File: src/rtl/pixel_capture.sv
// Byte-serial camera capture: packs R,G,B bytes into pixels for the frame buffer write port.
// Optional build macro PIX_CAPTURE_LINE_CHECK_EN adds err_line and drops pixels beyond H_PIXELS.
module pixel_capture #(
    parameter int BYTE_WIDTH = 8,
    parameter int DATA_WIDTH = 24,
    parameter int H_PIXELS   = 8,
    parameter int V_LINES    = 4,
    parameter int CNT_WIDTH  = 11
) (
    input  logic                  wr_clk,
    input  logic                  reset,
    input  logic                  vsync,
    input  logic                  href,
    input  logic [BYTE_WIDTH-1:0] byte_in,
    output logic [DATA_WIDTH-1:0] pix_out,
    output logic                  pix_valid,
    output logic                  frame_start,
    output logic                  frame_done,
    output logic [CNT_WIDTH-1:0]  line_cnt,
    output logic                  err_partial,
    output logic                  err_frame
`ifdef PIX_CAPTURE_LINE_CHECK_EN
    ,
    output logic                  err_line
`endif
);

    localparam logic [1:0] S_IDLE      = 2'd0;
    localparam logic [1:0] S_WAIT_LINE = 2'd1;
    localparam logic [1:0] S_CAPTURE   = 2'd2;
    localparam logic [1:0] S_END       = 2'd3;

    localparam logic [CNT_WIDTH-1:0] V_LINES_C = CNT_WIDTH'(V_LINES);
    localparam logic [CNT_WIDTH-1:0] CNT_MAX   = '1;

    generate
        if ((DATA_WIDTH != 3 * BYTE_WIDTH) || (H_PIXELS >= (1 << CNT_WIDTH)) ||
            (V_LINES >= (1 << CNT_WIDTH))) begin : g_bad_params
            $error("pixel_capture: inconsistent width parameters");
        end
    endgenerate

    logic [1:0]            state_q, state_d;
    logic                  vsync_q;
    logic [1:0]            byte_idx_q, byte_idx_d;
    logic [BYTE_WIDTH-1:0] r_q, r_d;
    logic [BYTE_WIDTH-1:0] g_q, g_d;
    logic [DATA_WIDTH-1:0] pix_q, pix_d;
    logic                  pix_valid_q, pix_valid_d;
    logic                  frame_start_q, frame_start_d;
    logic                  frame_done_q, frame_done_d;
    logic [CNT_WIDTH-1:0]  line_cnt_q, line_cnt_d;
    logic                  first_q, first_d;
    logic                  err_partial_q, err_partial_d;
    logic                  err_frame_q, err_frame_d;
`ifdef PIX_CAPTURE_LINE_CHECK_EN
    logic [CNT_WIDTH-1:0]  pix_cnt_q, pix_cnt_d;
    logic                  err_line_q, err_line_d;
`endif

    logic vs_fall, vs_rise;
    logic go_end;
    logic pix_done;

    assign vs_fall = vsync_q & ~vsync;
    assign vs_rise = ~vsync_q & vsync;

    always_comb begin
        state_d       = state_q;
        byte_idx_d    = byte_idx_q;
        r_d           = r_q;
        g_d           = g_q;
        pix_d         = pix_q;
        pix_valid_d   = 1'b0;
        frame_start_d = 1'b0;
        frame_done_d  = 1'b0;
        line_cnt_d    = line_cnt_q;
        first_d       = first_q;
        err_partial_d = err_partial_q;
        err_frame_d   = err_frame_q;
`ifdef PIX_CAPTURE_LINE_CHECK_EN
        pix_cnt_d     = pix_cnt_q;
        err_line_d    = err_line_q;
`endif
        go_end        = 1'b0;
        pix_done      = 1'b0;

        case (state_q)
            S_IDLE: begin
                if (vs_fall) begin
                    state_d    = S_WAIT_LINE;
                    line_cnt_d = '0;
                    first_d    = 1'b1;
                    byte_idx_d = 2'd0;
`ifdef PIX_CAPTURE_LINE_CHECK_EN
                    pix_cnt_d  = '0;
`endif
                end
            end

            S_WAIT_LINE: begin
                if (vs_rise) begin
                    go_end = 1'b1;
                end else if (href) begin
                    // First byte of a line is consumed on the same cycle href rises.
                    r_d        = byte_in;
                    byte_idx_d = 2'd1;
                    state_d    = S_CAPTURE;
                end
            end

            S_CAPTURE: begin
                if (vs_rise) begin
                    // Aborted line is neither counted nor length-checked.
                    if (byte_idx_q != 2'd0) err_partial_d = 1'b1;
                    byte_idx_d = 2'd0;
                    go_end     = 1'b1;
                end else if (href) begin
                    case (byte_idx_q)
                        2'd0: begin
                            r_d        = byte_in;
                            byte_idx_d = 2'd1;
                        end
                        2'd1: begin
                            g_d        = byte_in;
                            byte_idx_d = 2'd2;
                        end
                        default: begin
                            byte_idx_d = 2'd0;
                            pix_done   = 1'b1;
                        end
                    endcase
                end else begin
                    if (byte_idx_q != 2'd0) err_partial_d = 1'b1;
                    byte_idx_d = 2'd0;
                    if (line_cnt_q != CNT_MAX) line_cnt_d = line_cnt_q + CNT_WIDTH'(1);
`ifdef PIX_CAPTURE_LINE_CHECK_EN
                    if (pix_cnt_q != CNT_WIDTH'(H_PIXELS)) err_line_d = 1'b1;
                    pix_cnt_d = '0;
`endif
                    if (line_cnt_d == V_LINES_C) go_end = 1'b1;
                    else                         state_d = S_WAIT_LINE;
                end
            end

            default: begin
                state_d = S_IDLE;
            end
        endcase

        if (pix_done) begin
`ifdef PIX_CAPTURE_LINE_CHECK_EN
            if (pix_cnt_q != CNT_MAX) pix_cnt_d = pix_cnt_q + CNT_WIDTH'(1);
            if (pix_cnt_q < CNT_WIDTH'(H_PIXELS)) begin
`endif
                pix_d       = {r_q, g_q, byte_in};
                pix_valid_d = 1'b1;
                if (first_q) begin
                    frame_start_d = 1'b1;
                    first_d       = 1'b0;
                end
`ifdef PIX_CAPTURE_LINE_CHECK_EN
            end
`endif
        end

        // frame_done and err_frame are registered on entry so both are visible in the END cycle.
        if (go_end) begin
            state_d      = S_END;
            frame_done_d = 1'b1;
            if (line_cnt_d != V_LINES_C) err_frame_d = 1'b1;
        end
    end

    always_ff @(posedge wr_clk) begin
        if (reset) begin
            state_q       <= S_IDLE;
            vsync_q       <= 1'b0;
            byte_idx_q    <= 2'd0;
            r_q           <= '0;
            g_q           <= '0;
            pix_q         <= '0;
            pix_valid_q   <= 1'b0;
            frame_start_q <= 1'b0;
            frame_done_q  <= 1'b0;
            line_cnt_q    <= '0;
            first_q       <= 1'b0;
            err_partial_q <= 1'b0;
            err_frame_q   <= 1'b0;
`ifdef PIX_CAPTURE_LINE_CHECK_EN
            pix_cnt_q     <= '0;
            err_line_q    <= 1'b0;
`endif
        end else begin
            state_q       <= state_d;
            vsync_q       <= vsync;
            byte_idx_q    <= byte_idx_d;
            r_q           <= r_d;
            g_q           <= g_d;
            pix_q         <= pix_d;
            pix_valid_q   <= pix_valid_d;
            frame_start_q <= frame_start_d;
            frame_done_q  <= frame_done_d;
            line_cnt_q    <= line_cnt_d;
            first_q       <= first_d;
            err_partial_q <= err_partial_d;
            err_frame_q   <= err_frame_d;
`ifdef PIX_CAPTURE_LINE_CHECK_EN
            pix_cnt_q     <= pix_cnt_d;
            err_line_q    <= err_line_d;
`endif
        end
    end

    assign pix_out     = pix_q;
    assign pix_valid   = pix_valid_q;
    assign frame_start = frame_start_q;
    assign frame_done  = frame_done_q;
    assign line_cnt    = line_cnt_q;
    assign err_partial = err_partial_q;
    assign err_frame   = err_frame_q;
`ifdef PIX_CAPTURE_LINE_CHECK_EN
    assign err_line    = err_line_q;
`endif

endmodule

File: config.mk
export PLATFORM = sky130hd
export DESIGN_NAME = pixel_capture
export DESIGN_NICKNAME = d
export VERILOG_FILES = /design/src/rtl/pixel_capture.sv
export SDC_FILE = /design/constraint.sdc
export NUM_CORES = 1
export LEC_CHECK = 0
export ABC_AREA = 1
export ABC_CLOCK_PERIOD_IN_PS = 2000
export CORE_MARGIN = 5
export CORE_UTILIZATION = 52
export DETAILED_ROUTE_END_ITERATION = 16
export GPL_TIMING_DRIVEN = 0
export PLACE_DENSITY = 0.8
export SLEW_MARGIN = 0
export SYNTH_ARGS = -nofsm -noshare
export SYNTH_HDL_FRONTEND = slang
export SYNTH_SLANG_ARGS = --single-unit
File: constraint.sdc
create_clock -name wr_clk -period 2 [get_ports wr_clk]
set_clock_uncertainty 0.05 [all_clocks]
set_input_delay 0.2 -clock wr_clk [delete_from_list [all_inputs] [get_ports wr_clk]]
set_output_delay 0.2 -clock wr_clk [all_outputs]
set_load 0.05 [all_outputs]
* Word level (Yosys, flattened, before mapping)
Cells that the tools add are included.
** Operators by class
- Magnitude comparators :: 0
- $add $sub $neg :: 1
- Muxes and demuxes :: 48
- Equal/unequal tests :: 19
- Reductions and logical operators :: 13
- Bitwise gates (word level) :: 6
- $mul :: 0
- Shift-type cells :: 0
- Div/mod/pow operators :: 0
** Operators with widths (count)
- $mux 11 :: 7
- $mux 8 :: 5
- $mux 2 :: 12
- $pmux 11 s2 :: 1
- $mux 1 :: 18
- $ne 3x3->1 const B :: 6
- $pmux 8 s2 :: 1
- $pmux 2 s3 :: 2
- $reduce_and 6->1 :: 2
- $add 11x1->11 const B :: 1
- $eq 11x3->1 const B :: 1
- $ne 11x11->1 const B :: 1
- $ne 11x3->1 const B :: 1
- $ne 2x2->1 const B :: 5
- $reduce_and 4->1 :: 2
- $eq 2x1->1 const B :: 2
- $logic_not 2->1 :: 2
- $ne 2x1->1 const B :: 2
- $not 1->1 :: 4
- $pmux 2 s2 :: 1
- $reduce_and 2->1 :: 2
- $reduce_bool 2->1 :: 2
- $reduce_or 2->1 :: 2
- $reduce_bool 3->1 :: 1
- other kinds (3) :: 4
** Word-level totals
- RAM bits :: 0
- Memory bits (read-only) :: 0
- Latch bits :: 0
- Logic and storage cells :: 100
- Register bits after elaboration :: 62
- Output and inout port bits :: 40
- Bits of input ports :: 12
- Memories :: 0

* Logic depth before layout (Yosys ltp)
Gate-level depths: netlist of the first run.
- Depth after elaboration :: 12
- Depth in mapped cells :: 15
- Depth with buffers taken out :: 15

* Worst setup path after synthesis of the first run
No wires, ideal clock.
- Kind :: reg-to-reg
- Start point :: register line_cnt_q[0] (netlist: line_cnt[0])
- End point :: register state_q[0]
- Period minus slack after synthesis :: 2.217 ns
- Library setup time :: 0.113 ns
- Stages on the path, launching flop included :: 15
- Path buffers :: 0
- Data required time :: 1.837 ns
- Setup slack :: -0.217 ns
- Arrival time :: 2.054 ns
- Path through :: dfxtp_1 ha_1 nand2_4 nor2_8 nand3_4 nand2_2 o21ai_1 nor2_1 nand2_1 o21bai_2 nand2_2 nand2_1 nand2_1 nand3_1 nand2_1
** On the way
- Word-level cells in the longest chain between the ends :: 12
- Elaborated cells on any way between the ends :: 19
- Classes of those cells :: add/sub (1); eq/ne (8); mux (9); reduce/logical (1)
** RTL lines
- start: declaration :: line 52 : logic [CNT_WIDTH-1:0] line_cnt_q, line_cnt_d;
- start signal: assignment :: line 204 : line_cnt_q <= line_cnt_d;
- $add 11x1->11 / $ne 11x11->1 (equally long branches) :: line 136 : if (line_cnt_q != CNT_MAX) line_cnt_d = line_cnt_q + CNT_WIDTH'(1);
- $mux 11 (*) :: line 136
- $mux 11 (*) :: line 118 : end else if (href) begin
- $mux 11 (*) :: line 113 : if (vs_rise) begin
- $mux 11 (*) :: line 88 : case (state_q)
- $eq 11x3->1 (*) :: line 141 : if (line_cnt_d == V_LINES_C) go_end = 1'b1;
- $mux 1 :: line 141
- $mux 1 :: line 118
- $mux 1 :: line 113
- $pmux 1 s2 :: line 88
- $ne 3x3->1 (no source line)
- $reduce_and 6->1 (no source line)
- end signal: assignment :: line 195 : state_q <= state_d;
- end: declaration :: line 43 : logic [1:0] state_q, state_d;
Mark *: on every way between the ends. The rest lies on a longest branch, timed or not. The select of a mux whose other input is x is not followed.
A chain may end at the register's enable or synchronous reset.

* Final worst setup path of the first run
Ends and elaborated chain as after synthesis.

==> metrics.md, run 1 <==
| Metric | Value |
|---|---|
| Status | `completed` |
| WHS Endpoint | `line_cnt[10]$_SDFF_PP0_` |
| Commonest non-fill, non-tap cell in the layout | `nor2_1` |
| Distinct cell type count after synthesis | `34` |
| Routed wire per std cell | `14.0 um` |
| Slew Limit Fails | `0` |
| GP Congestion | `0.899` |
| Worst path max stage delay | `380 ps` |
| Critical R2R Launch | `line_cnt[0]$_SDFF_PP0_` |
| Simple-gate share of the synthesized area | `31.0%` |
| H-tree levels | `3` |
| Top sig layer | `met4` |
| Reg2Reg Setup Slack | `40 ps` |
| # diodes | `0` |
| Total global routing overflow | `0` |
| Layout area overhead | `38.9%` |
| Max-cap violations | `0` |
| Gate count of the mapped netlist | `388` |
| Post-synthesis xor/xnor area fraction | `0.315%` |
| Clock sink total | `62` |
| Top_reg_cell synth | `dfxtp_1` |
| Fill cells | `414` |
| Synth area leaders | `dfxtp_1 (45%), nor2_1 (14%), o21ai_0 (9.9%), nand2_1 (6.2%), inv_1 (5.0%)` |
| Final hold violations | `0` |
| Syn_nets | `405` |
| Seq cells post-synth | `62` |
| Crit-path slowest cell | `dfxtp_4` |
| Met1 wire length | `3.12 mm` |
| Critical-path cell list | `ha_4 -> nand2_8 -> nor2_8 -> nand3_4 -> nand2_2 -> o21ai_2 -> nor2_1 -> nand2_1 -> o21bai_2 -> nand2_2 -> nand2_2 -> nand2_1 -> nand3_1 -> nand2_1` |
| TritonCTS buffer count | `9` |
| CTS max path bufs | `2` |
| Critical Path RT | `2190 ps` |
| Pwr Density | `962 nW/um2` |
| Register area share after synthesis | `44.6%` |
| Setup slack after layout | `39.3 ps` |
| R2R depth | `14` |
| Crit. End Element | `flop` |
| CTS tree | `built` |
| Multi-input gate area | `1410 um2` |
| Post-synth EDFFs | `0` |
| Share of layout cells above drive strength 1 | `17.3%` |
| Max FO, Critical Path | `6` |
| Syn avg cell area | `7.17 um2` |
| Initial antenna violation count | `0` |
| DP Worst Slack | `-263 ps` |
| Post-detail-place hpwl | `4.95 mm` |
| Max-Slew Margin vs Limit | `63.5%` |
| Tcrit/Tclk final | `98.0%` |
| Hold path start | `reset` |
| Final setup fails | `0` |
| Startpoint Class | `flop` |
| Total iterations of the first detailed-routing run | `5` |
| FFs w/ async S/R, synth | `0%` |
| Hold Buf Count CTS | `0` |
| Leakage power | `0.00166 uW` |
| Vias in the first global route | `2,683` |
| Buf+Inv Stages, Crit Path | `0` |
| Yosys top cell area share | `44.6%` |
| Tmin final | `1960 ps` |
| Remaining DRCs | `0` |
| Clk_lat worst skew | `350 ps` |
| Compound-gate portion of the synthesized area | `14.1%` |
| Post-Route WL | `7.57 mm` |
| Fin Setup TNS | `0 ps` |
| Chip width | `83.1 um` |
| Largest family of logic cells by synthesized area | `simple AND/OR/NAND/NOR gates` |
| Final #Nets | `481` |
| CP top delay family | `simple AND/OR/NAND/NOR gates` |
| Die Ht | `83.1 um` |
| Worst vdd ir | `0.000565 V` |
| Reg-to-Reg End | `state_q[0]$_SDFFE_PP0P_` |
| # port buffers | `50` |
| IO Pins | `52` |
| Top cell type by total area after synthesis | `dfxtp_1` |
| Synthesized cell area | `2780 um2` |
| Vias after detailed routing | `2,865` |
| Row cnt | `26` |
| Worst-path clk slew | `70 ps` |
| Most frequent cells in the layout | `nor2_1 (106), dfxtp_1 (56), o21ai_0 (54), clkdlybuf4s50_1 (50), nand2_1 (43)` |
| Met3 wire len | `584 um` |
| First-pass GRT wire length | `12.0 mm` |
| Hold path depth | `2` |
| Initial DRC count | `290` |
| Largest net degree at the start of global routing | `12` |
| Avg Vias per Cell | `5.32` |
| Adder and majority gate portion of the synthesized area | `2.25%` |
| Sequential Area | `1250 um2` |
| Top achievable clock speed | `510 MHz` |
| CTS Root Cell | `clkbuf_8` |
| Min-delay worst type | `input port to flop` |
| Routed Antenna Nets | `0` |
| Starting density of the core | `54.1%` |
| Post-synthesis mux area share | `0%` |
| Aggregate global-route resource usage | `21.3%` |
| WL met2 | `3.64 mm` |
| Slew @ Worst Pin | `545 ps` |
| CP arrival | `2150 ps` |
| Die ar. | `6910 um2` |
| Core Footprint | `5140 um2` |
| Setup CP Type | `flop to flop` |
| Synth warn | `0` |
==> cell families (layout without fill, tap and decap cells) <==
family	Yosys count	count (layout)
compound gates	74	74
flops	62	62
buf+inv	55	135
fa+ha+maj	5	5
simple gates	191	192
xor+xnor	1	1
==> worst max-delay path by stage <==
stage               slack [ps]               startpoint                       end  cells past startpoint
floorplan                    5   line_cnt[6]$_SDFF_PP0_   state_q[0]$_SDFFE_PP0P_                     13
global placement          -250                    vsync    err_frame$_SDFFE_PP0P_                     13
detailed placement        -260                    vsync    err_frame$_SDFFE_PP0P_                     13
CTS                        0.2  state_q[0]$_SDFFE_PP0P_  pix_out[14]$_SDFFE_PP0P_                      9
global route               -30  state_q[1]$_SDFFE_PP0P_    err_frame$_SDFFE_PP0P_                     11
finish                      40   line_cnt[0]$_SDFF_PP0_   state_q[0]$_SDFFE_PP0P_                     14
==> worst register-to-register path: stages, from the launching register on <==
cell and delay, ps:
dfxtp_4 380, ha_4 170, nand2_8 70, nor2_8 130
nand3_4 140, nand2_2 110, o21ai_2 60, nor2_1 130
nand2_1 90, o21bai_2 170, nand2_2 100, nand2_2 80
nand2_1 50, nand3_1 70, nand2_1 50
==> per-layer routing <==
layer,vias up,global-route usage [%]
met1,1330,25.1
met3,24,5.64
li1,1389,-
met4,0,10.8
met2,122,35.6
met5,-,0
==> where the power goes <==
part | internal [uW] | leakage [uW] | switching, uW | total [uW]
logic | 328 | 0.00102 | 552 | 880
registers | 1310 | 0.000504 | 44.6 | 1350
clock network | 985 | 0.000132 | 501 | 1490
==> synth_stat cells, types with 2 or more instances <==
master,n
a21oi_1,9
a21oi_2,2
clkbuf_1,9
clkinv_1,2
dfxtp_1,62
ha_1,5
inv_1,37
inv_2,4
nand2_1,46
nand2_2,4
nand3_1,16
nor2_1,107
nor2_2,3
nor2_4,2
nor3_1,4
o21ai_0,55
o21ai_1,4
==> flip-flops by register name, summed over array words and instances, names as in the netlist, 2 cells and up <==
| register | count |
|---|---|
| r_q | 8 |
| line_cnt | 11 |
| byte_idx_q | 2 |
| pix_out | 24 |
| g_q | 8 |
| state_q | 2 |
==> final cells by class <==
class / count / share of cell area, %
sequential: 62 / 32.4
inverter: 44 / 4.44
timing repair buffer: 64 / 15.9
multi-input combinational: 272 / 36.5
clock buffer: 10 / 3.56
tap: 70 / 2.27
buffer: 11 / 1.46
clock inverter: 6 / 3.43
==> per-stage QoR <==
| step | util, % | instance area [um2] | hold WS (ps) | cells | power (uW) |
|---|---|---|---|---|---|
| 6_report | 75.2 | 3860 | 158 | 539 | 3720 |
| 5_1_grt | 75.2 | 3860 | 175 | 539 | 3860 |
| 4_1_cts | 72.7 | 3740 | 153 | 531 | 3570 |
| 3_5_place_dp | 65.6 | 3370 | 378 | 508 | 2020 |
| 3_3_place_gp | 65.6 | 3370 | 361 | 508 | 2000 |
| 2_1_floorplan | - | 2790 | 271 | 388 | 1850 |
==> what timing repair did <==
action                                  in CTS  in global routing
gates cloned                                 0                  2
endpoints found under the setup margin      29                 37
setup buffers                                7                  6
pin swaps                                    3                  9
resized for setup                           11                 21
No activity file was read; power rests on OpenSTA's default activity.
==> run 2: changes to the inputs <==
--- a/config.mk
+++ b/config.mk
@@ -7,7 +7,7 @@
 export LEC_CHECK = 0
 export ABC_AREA = 1
 export ABC_CLOCK_PERIOD_IN_PS = 2000
-export CORE_MARGIN = 5
+export CORE_MARGIN = 3
 export CORE_UTILIZATION = 52
 export DETAILED_ROUTE_END_ITERATION = 16
 export GPL_TIMING_DRIVEN = 0
==> run 2 against run 1 <==
Compared with the run above: the flow now finishes with violations (negative setup slack); hold slack lost 4.0 ps; total power down 7.9%; sequential share of layout area is 0.40 points higher; utilization rose by 2.0 points; critical path depth down 2; count of clock-buffer cells in the layout stayed put; critical path type unchanged; critical endpoint is now err_frame$_SDFFE_PP0P_; largest power group is now registers.
==> metrics.md, run 2 (synthesized netlist as in run 1, its figures left out) <==
| Metric | Value |
|---|---|
| Max FO, Critical Path | `8` |
| Top achievable clock speed | `494 MHz` |
| CTS tree | `built` |
| Clock sink total | `62` |
| Tcrit/Tclk final | `101%` |
| Share of layout cells above drive strength 1 | `18.0%` |
| Total iterations of the first detailed-routing run | `5` |
| Max-cap violations | `0` |
| Max reg flops | `24` |
| Routed Antenna Nets | `0` |
| Worst vdd ir | `0.000646 V` |
| Crit-path slowest cell | `dfxtp_2` |
| Total global routing overflow | `0` |
| Most frequent cells in the layout | `nor2_1 (106), dfxtp_1 (56), o21ai_0 (54), clkdlybuf4s50_1 (50), nand2_1 (41)` |
| Pwr Density | `897 nW/um2` |
| Post-detail-place hpwl | `4.93 mm` |
| Layout Utilization | `77.2%` |
| Design area | `3820 um2` |
| Buf+Inv Stages, Crit Path | `2` |
| # port buffers | `50` |
| CTS max path bufs | `2` |
| Status | `finished with violations` |
| Hold Buf Count CTS | `0` |
| Final hold violations | `0` |
| Remaining DRCs | `0` |
| Min-delay worst type | `input port to flop` |
| Max-Slew Margin vs Limit | `62.1%` |
| Die ar. | `6260 um2` |
| Slew @ Worst Pin | `569 ps` |
| RSZ-0062 raised after global routing | `yes` |
| Starting density of the core | `56.3%` |
| Critical Path RT | `2190 ps` |
| Avg Vias per Cell | `5.37` |
| CP Depth | `12` |
| Failing checks | `negative setup slack` |
| Hold path depth | `2` |
| Tmin final | `2020 ps` |
| Critical-path cell list | `inv_2 -> ha_4 -> nand2_2 -> o21ai_2 -> a21oi_4 -> inv_2 -> a22oi_2 -> nand3_1 -> nor2_1 -> nand3_1 -> nand2_2 -> nand2_1` |
| Chip width | `79.1 um` |
| Placed instance area | `3370 um2` |
| IO Pins | `52` |
| GP Congestion | `0.880` |
| Worst path max stage delay | `370 ps` |
| R2R depth | `12` |
| Initial antenna violation count | `0` |
| Leakage power | `0.00166 uW` |
| Setup CP Type | `flop to flop` |
| Worst-path clk slew | `80 ps` |
| Die Ht | `79.1 um` |
| Commonest non-fill, non-tap cell in the layout | `nor2_1` |
| Aggregate global-route resource usage | `24.8%` |
| Final setup fails | `1` |
| TritonCTS buffer count | `9` |
| H-tree levels | `3` |
| CTS Root Cell | `clkbuf_8` |
| Startpoint Class | `flop` |
| # diodes | `0` |
| Vias in the first global route | `2,634` |
| Post-Route WL | `7.76 mm` |
| CP top delay family | `compound AO/OA/AOI/OAI gates` |
| Crit. End Element | `flop` |
| Clk_lat worst skew | `340 ps` |
| First-pass GRT wire length | `12.0 mm` |
| Final #Nets | `483` |
| CP arrival | `2210 ps` |
| Initial DRC count | `253` |
| Largest net degree at the start of global routing | `13` |
| Vias after detailed routing | `2,889` |
| Layout area overhead | `37.2%` |
| Slew Limit Fails | `0` |
| Routed wire per std cell | `14.4 um` |
| Row cnt | `25` |
| Setup slack after layout | `-24.4 ps` |
| Core Footprint | `4940 um2` |
==> run 2: cell count changes in the layout (fill, tap and decap cells not counted), moves of 2 or more <==
| cell | delta |
|---|---|
| buf_4 | +2 |
| bufinv_16 | -3 |
| clkbuf_2 | +3 |
| clkinv_4 | +2 |
| clkinvlp_4 | -2 |
| ha_2 | -2 |
| ha_4 | +2 |
| inv_4 | +2 |
| inv_6 | +2 |
| nand2_1 | -2 |
| nand2_2 | +2 |
| nor2_2 | -2 |
==> run 2: layout make-up <==
cell class,instances,area [um2]
multi-input cells,272,1430
clock inverters,6,70.1
flip-flops and latches,62,1250
inverters,44,171
plain buffers,11,55.1
repair buffers,66,622
clock buffers,10,128
well taps,67,83.8
fillers,395,1130
==> run 2: power breakdown <==
part           switching (uW)  leakage, uW  internal (uW)
Combinational             566      0.00105            374
Sequential               54.2     0.000504           1310
Clock                     535     0.000101            587
Total                    1160      0.00166           2270
==> run 2: through the flow <==
step                      power (uW)  hold WS [ps]  setup WS, ps  TNS (ps)  instances
after floorplan                 1850           271          5.30         0        388
after global placement          2010           361          -238     -4000        505
after detailed placement        2020           378          -250     -4700        505
after CTS                       3170           156         -16.2     -16.2        525
after global routing            3580           177         -96.3      -158        538
final                           3420           154         -24.4     -24.4        538
==> run 2: final timing paths <==
kind,from,end,slack [ps]
max,state_q[1]$_SDFFE_PP0P_,err_frame$_SDFFE_PP0P_,-20
min,reset,line_cnt[10]$_SDFF_PP0_,150
max reg2reg,state_q[1]$_SDFFE_PP0P_,err_frame$_SDFFE_PP0P_,-20
min reg2reg,first_q$_SDFF_PP0_,first_q$_SDFF_PP0_,390
==> run 2: layer usage <==
metal  track usage [%]  part of all wire [%]  vias to the layer above
met5                 0                     0                        -
met4              11.9                   3.9                        0
met3              6.58                   6.5                       31
met2              40.4                    49                      145
met1              30.3                    40                     1320
li1                  -                     -                     1393
==> run 2: timing repair <==
item,4_1_cts,5_1_grt
buffers inserted,4,11
gates cloned,0,2
setup endpoints to repair,29,27
pin swaps,3,14
gates resized for setup,9,30
hold endpoints to repair,0,0
==> run 3: changes to the inputs <==
--- a/config.mk
+++ b/config.mk
@@ -8,10 +8,11 @@
 export ABC_AREA = 1
 export ABC_CLOCK_PERIOD_IN_PS = 2000
 export CORE_MARGIN = 3
-export CORE_UTILIZATION = 52
+export CORE_UTILIZATION = 54
+export CTS_BUF_LIST = sky130_fd_sc_hd__clkbuf_2 sky130_fd_sc_hd__clkbuf_4 sky130_fd_sc_hd__clkbuf_8
 export DETAILED_ROUTE_END_ITERATION = 16
 export GPL_TIMING_DRIVEN = 0
-export PLACE_DENSITY = 0.8
+export PLACE_DENSITY = 0.82
 export SLEW_MARGIN = 0
 export SYNTH_ARGS = -nofsm -noshare
 export SYNTH_HDL_FRONTEND = slang
==> run 3 against run 2 <==
Compared with the run above: the flow now finishes without violations; cell count is 0.37% lower; maximum frequency increased by 5.6%; critical path depth unchanged; first-iteration DRC count is 17% lower; utilization up 1.4 points; combinational power down 6.1%; via count decreased by 0.73%; sequential cell count stayed put.
==> metrics.md, run 3 (synthesized netlist as in run 1, its figures left out) <==
| Metric | Value |
|---|---|
| Status | `completed` |
| Max FO, Critical Path | `5` |
| Final hold violations | `0` |
| Layout Utilization | `78.7%` |
| Max reg flops | `24` |
| Vias in the first global route | `2,670` |
| TritonCTS buffer count | `9` |
| Crit. End Element | `flop` |
| Total power | `3420 uW` |
| CTS tree | `built` |
| H-tree levels | `3` |
| Clock Power Share | `34.7%` |
| Row cnt | `25` |
| P_sw | `1070 uW` |
| Die Ht | `77.8 um` |
| Crit-path slowest cell | `dfxtp_2` |
| Reg power frac | `39.5%` |
| Pwr Density | `897 nW/um2` |
| Remaining DRCs | `0` |
| Comb pwr share | `25.8%` |
| Core Footprint | `4850 um2` |
| Routed wire per std cell | `14.1 um` |
| Switching share of power | `31.4%` |
| CP arrival | `2100 ps` |
| Max-Slew Margin vs Limit | `64.2%` |
| Critical-path cell list | `inv_1 -> ha_2 -> buf_6 -> o21ai_2 -> a21oi_4 -> inv_2 -> a22oi_2 -> nand3_1 -> nor2_1 -> nand3_1 -> nand2_1 -> nand2_1` |
| DP Worst Slack | `-307 ps` |
| GP Congestion | `0.877` |
| WHS Endpoint | `pix_valid$_SDFF_PP0_` |
| Avg Vias per Cell | `5.35` |
| Tcrit/Tclk final | `95.8%` |
| Placed instance area | `3370 um2` |
| Critical Path RT | `2180 ps` |
| Setup slack after layout | `83.4 ps` |
| # port buffers | `50` |
| CTS max path bufs | `2` |
| Startpoint Class | `flop` |
| Clk_lat worst skew | `330 ps` |
| Final setup fails | `0` |
| Hold path start | `reset` |
| Slew @ Worst Pin | `535 ps` |
| Multi-input gate area | `1420 um2` |
| Worst-path clk slew | `70 ps` |
| Starting density of the core | `57.4%` |
| Design area | `3810 um2` |
| First-pass GRT wire length | `12.0 mm` |
| Post-detail-place hpwl | `4.83 mm` |
| # diodes | `0` |
| Share of layout cells above drive strength 1 | `18.3%` |
| Sequential Area | `1250 um2` |
| Largest net degree at the start of global routing | `12` |
| Clock sink total | `62` |
| Setup CP Type | `flop to flop` |
| Total global routing overflow | `0` |
| Routed Antenna Nets | `0` |
| Chip width | `77.8 um` |
| Commonest non-fill, non-tap cell in the layout | `nor2_1` |
| CTS Root Cell | `clkbuf_8` |
| Reg-to-Reg End | `err_frame$_SDFFE_PP0P_` |
| Leakage power | `0.00166 uW` |
| Worst vdd ir | `0.000545 V` |
| Fill cells | `351` |
| Most frequent cells in the layout | `nor2_1 (105), dfxtp_1 (55), o21ai_0 (53), clkdlybuf4s50_1 (50), nand2_1 (43)` |
| Hold path depth | `2` |
| Top achievable clock speed | `522 MHz` |
| Reg2Reg Setup Slack | `80 ps` |
| Min-delay worst type | `input port to flop` |
| P_int | `2350 uW` |
| Tmin final | `1920 ps` |
| Vias after detailed routing | `2,868` |
| Worst path max stage delay | `330 ps` |
| Final #Nets | `481` |
| Hold WS | `139 ps` |
| Initial DRC count | `210` |
| Critical R2R Launch | `state_q[0]$_SDFFE_PP0P_` |
| Total iterations of the first detailed-routing run | `5` |
| RSZ-0062 raised after global routing | `yes` |
| Initial antenna violation count | `0` |
| Post-Route WL | `7.56 mm` |
| Aggregate global-route resource usage | `24.9%` |
| R2R depth | `12` |
| IO Pins | `52` |
| Layout area overhead | `37.1%` |
| Die ar. | `6050 um2` |
| Max-cap violations | `0` |
| Slew Limit Fails | `0` |
-- run 3: what timing repair did --
action / in CTS / in global routing
endpoints found under the setup margin: 23 / 33
gates cloned: 0 / 2
pin swaps: 2 / 11
gates resized for setup: 8 / 27
buffers inserted: 8 / 6
hold buffers: 0 / 0
-- run 3: stage by stage --
step                      setup TNS [ps]  std cells
after global routing                -134        536
after detailed placement           -4110        505
final                                  0        536
after floorplan                        0        388
after CTS                          -35.5        528
after global placement             -3750        505
-- run 3: worst max path at each step --
stage,from,to,cells after the start
after floorplan,line_cnt[6]$_SDFF_PP0_,state_q[0]$_SDFFE_PP0P_,13
after global routing,state_q[0]$_SDFFE_PP0P_,err_frame$_SDFFE_PP0P_,13
after global placement,vsync,err_frame$_SDFFE_PP0P_,13
final,state_q[0]$_SDFFE_PP0P_,err_frame$_SDFFE_PP0P_,12
after CTS,state_q[0]$_SDFFE_PP0P_,err_frame$_SDFFE_PP0P_,11
after detailed placement,vsync,err_frame$_SDFFE_PP0P_,13
-- run 3: critical path: cells and delay by family, from the launching register on --
| family | cells | cell delay (ps) |
|---|---|---|
| buffers and inverters | 3 | 320 |
| AOI/OAI and AO/OA | 3 | 490 |
| DFF | 1 | 330 |
| and+or+nand+nor | 5 | 420 |
| adders and majority gates | 1 | 200 |
-- run 3: area by class of cell --
| type | instances | area share, % |
|---|---|---|
| clock buffers | 13 | 4.69 |
| inverters | 44 | 4.40 |
| multi-input cells | 272 | 37.3 |
| repair buffers | 65 | 16.1 |
| plain buffers | 10 | 1.31 |
| flip-flops and latches | 62 | 32.9 |
| well taps | 67 | 2.20 |
| clock inverters | 3 | 1.05 |
-- run 3: layer usage --
layer / GRT usage [%] / up-vias / wire [um]
li1: - / 1384 / -
met1: 30.2 / 1335 / 3120
met2: 41.4 / 128 / 3710
met3: 5.80 / 21 / 526
met4: 11.6 / 0 / 195
met5: 0 / - / 0
-- run 3: power by group through the flow --
stage          clock network [uW]  logic [uW]  registers [uW]
5_1_grt                      1260         962            1360
3_3_place_gp                    0         643            1370
4_1_cts                      1200         743            1350
3_5_place_dp                    0         661            1370
2_1_floorplan                   0         467            1390
6_report                     1180         883            1350
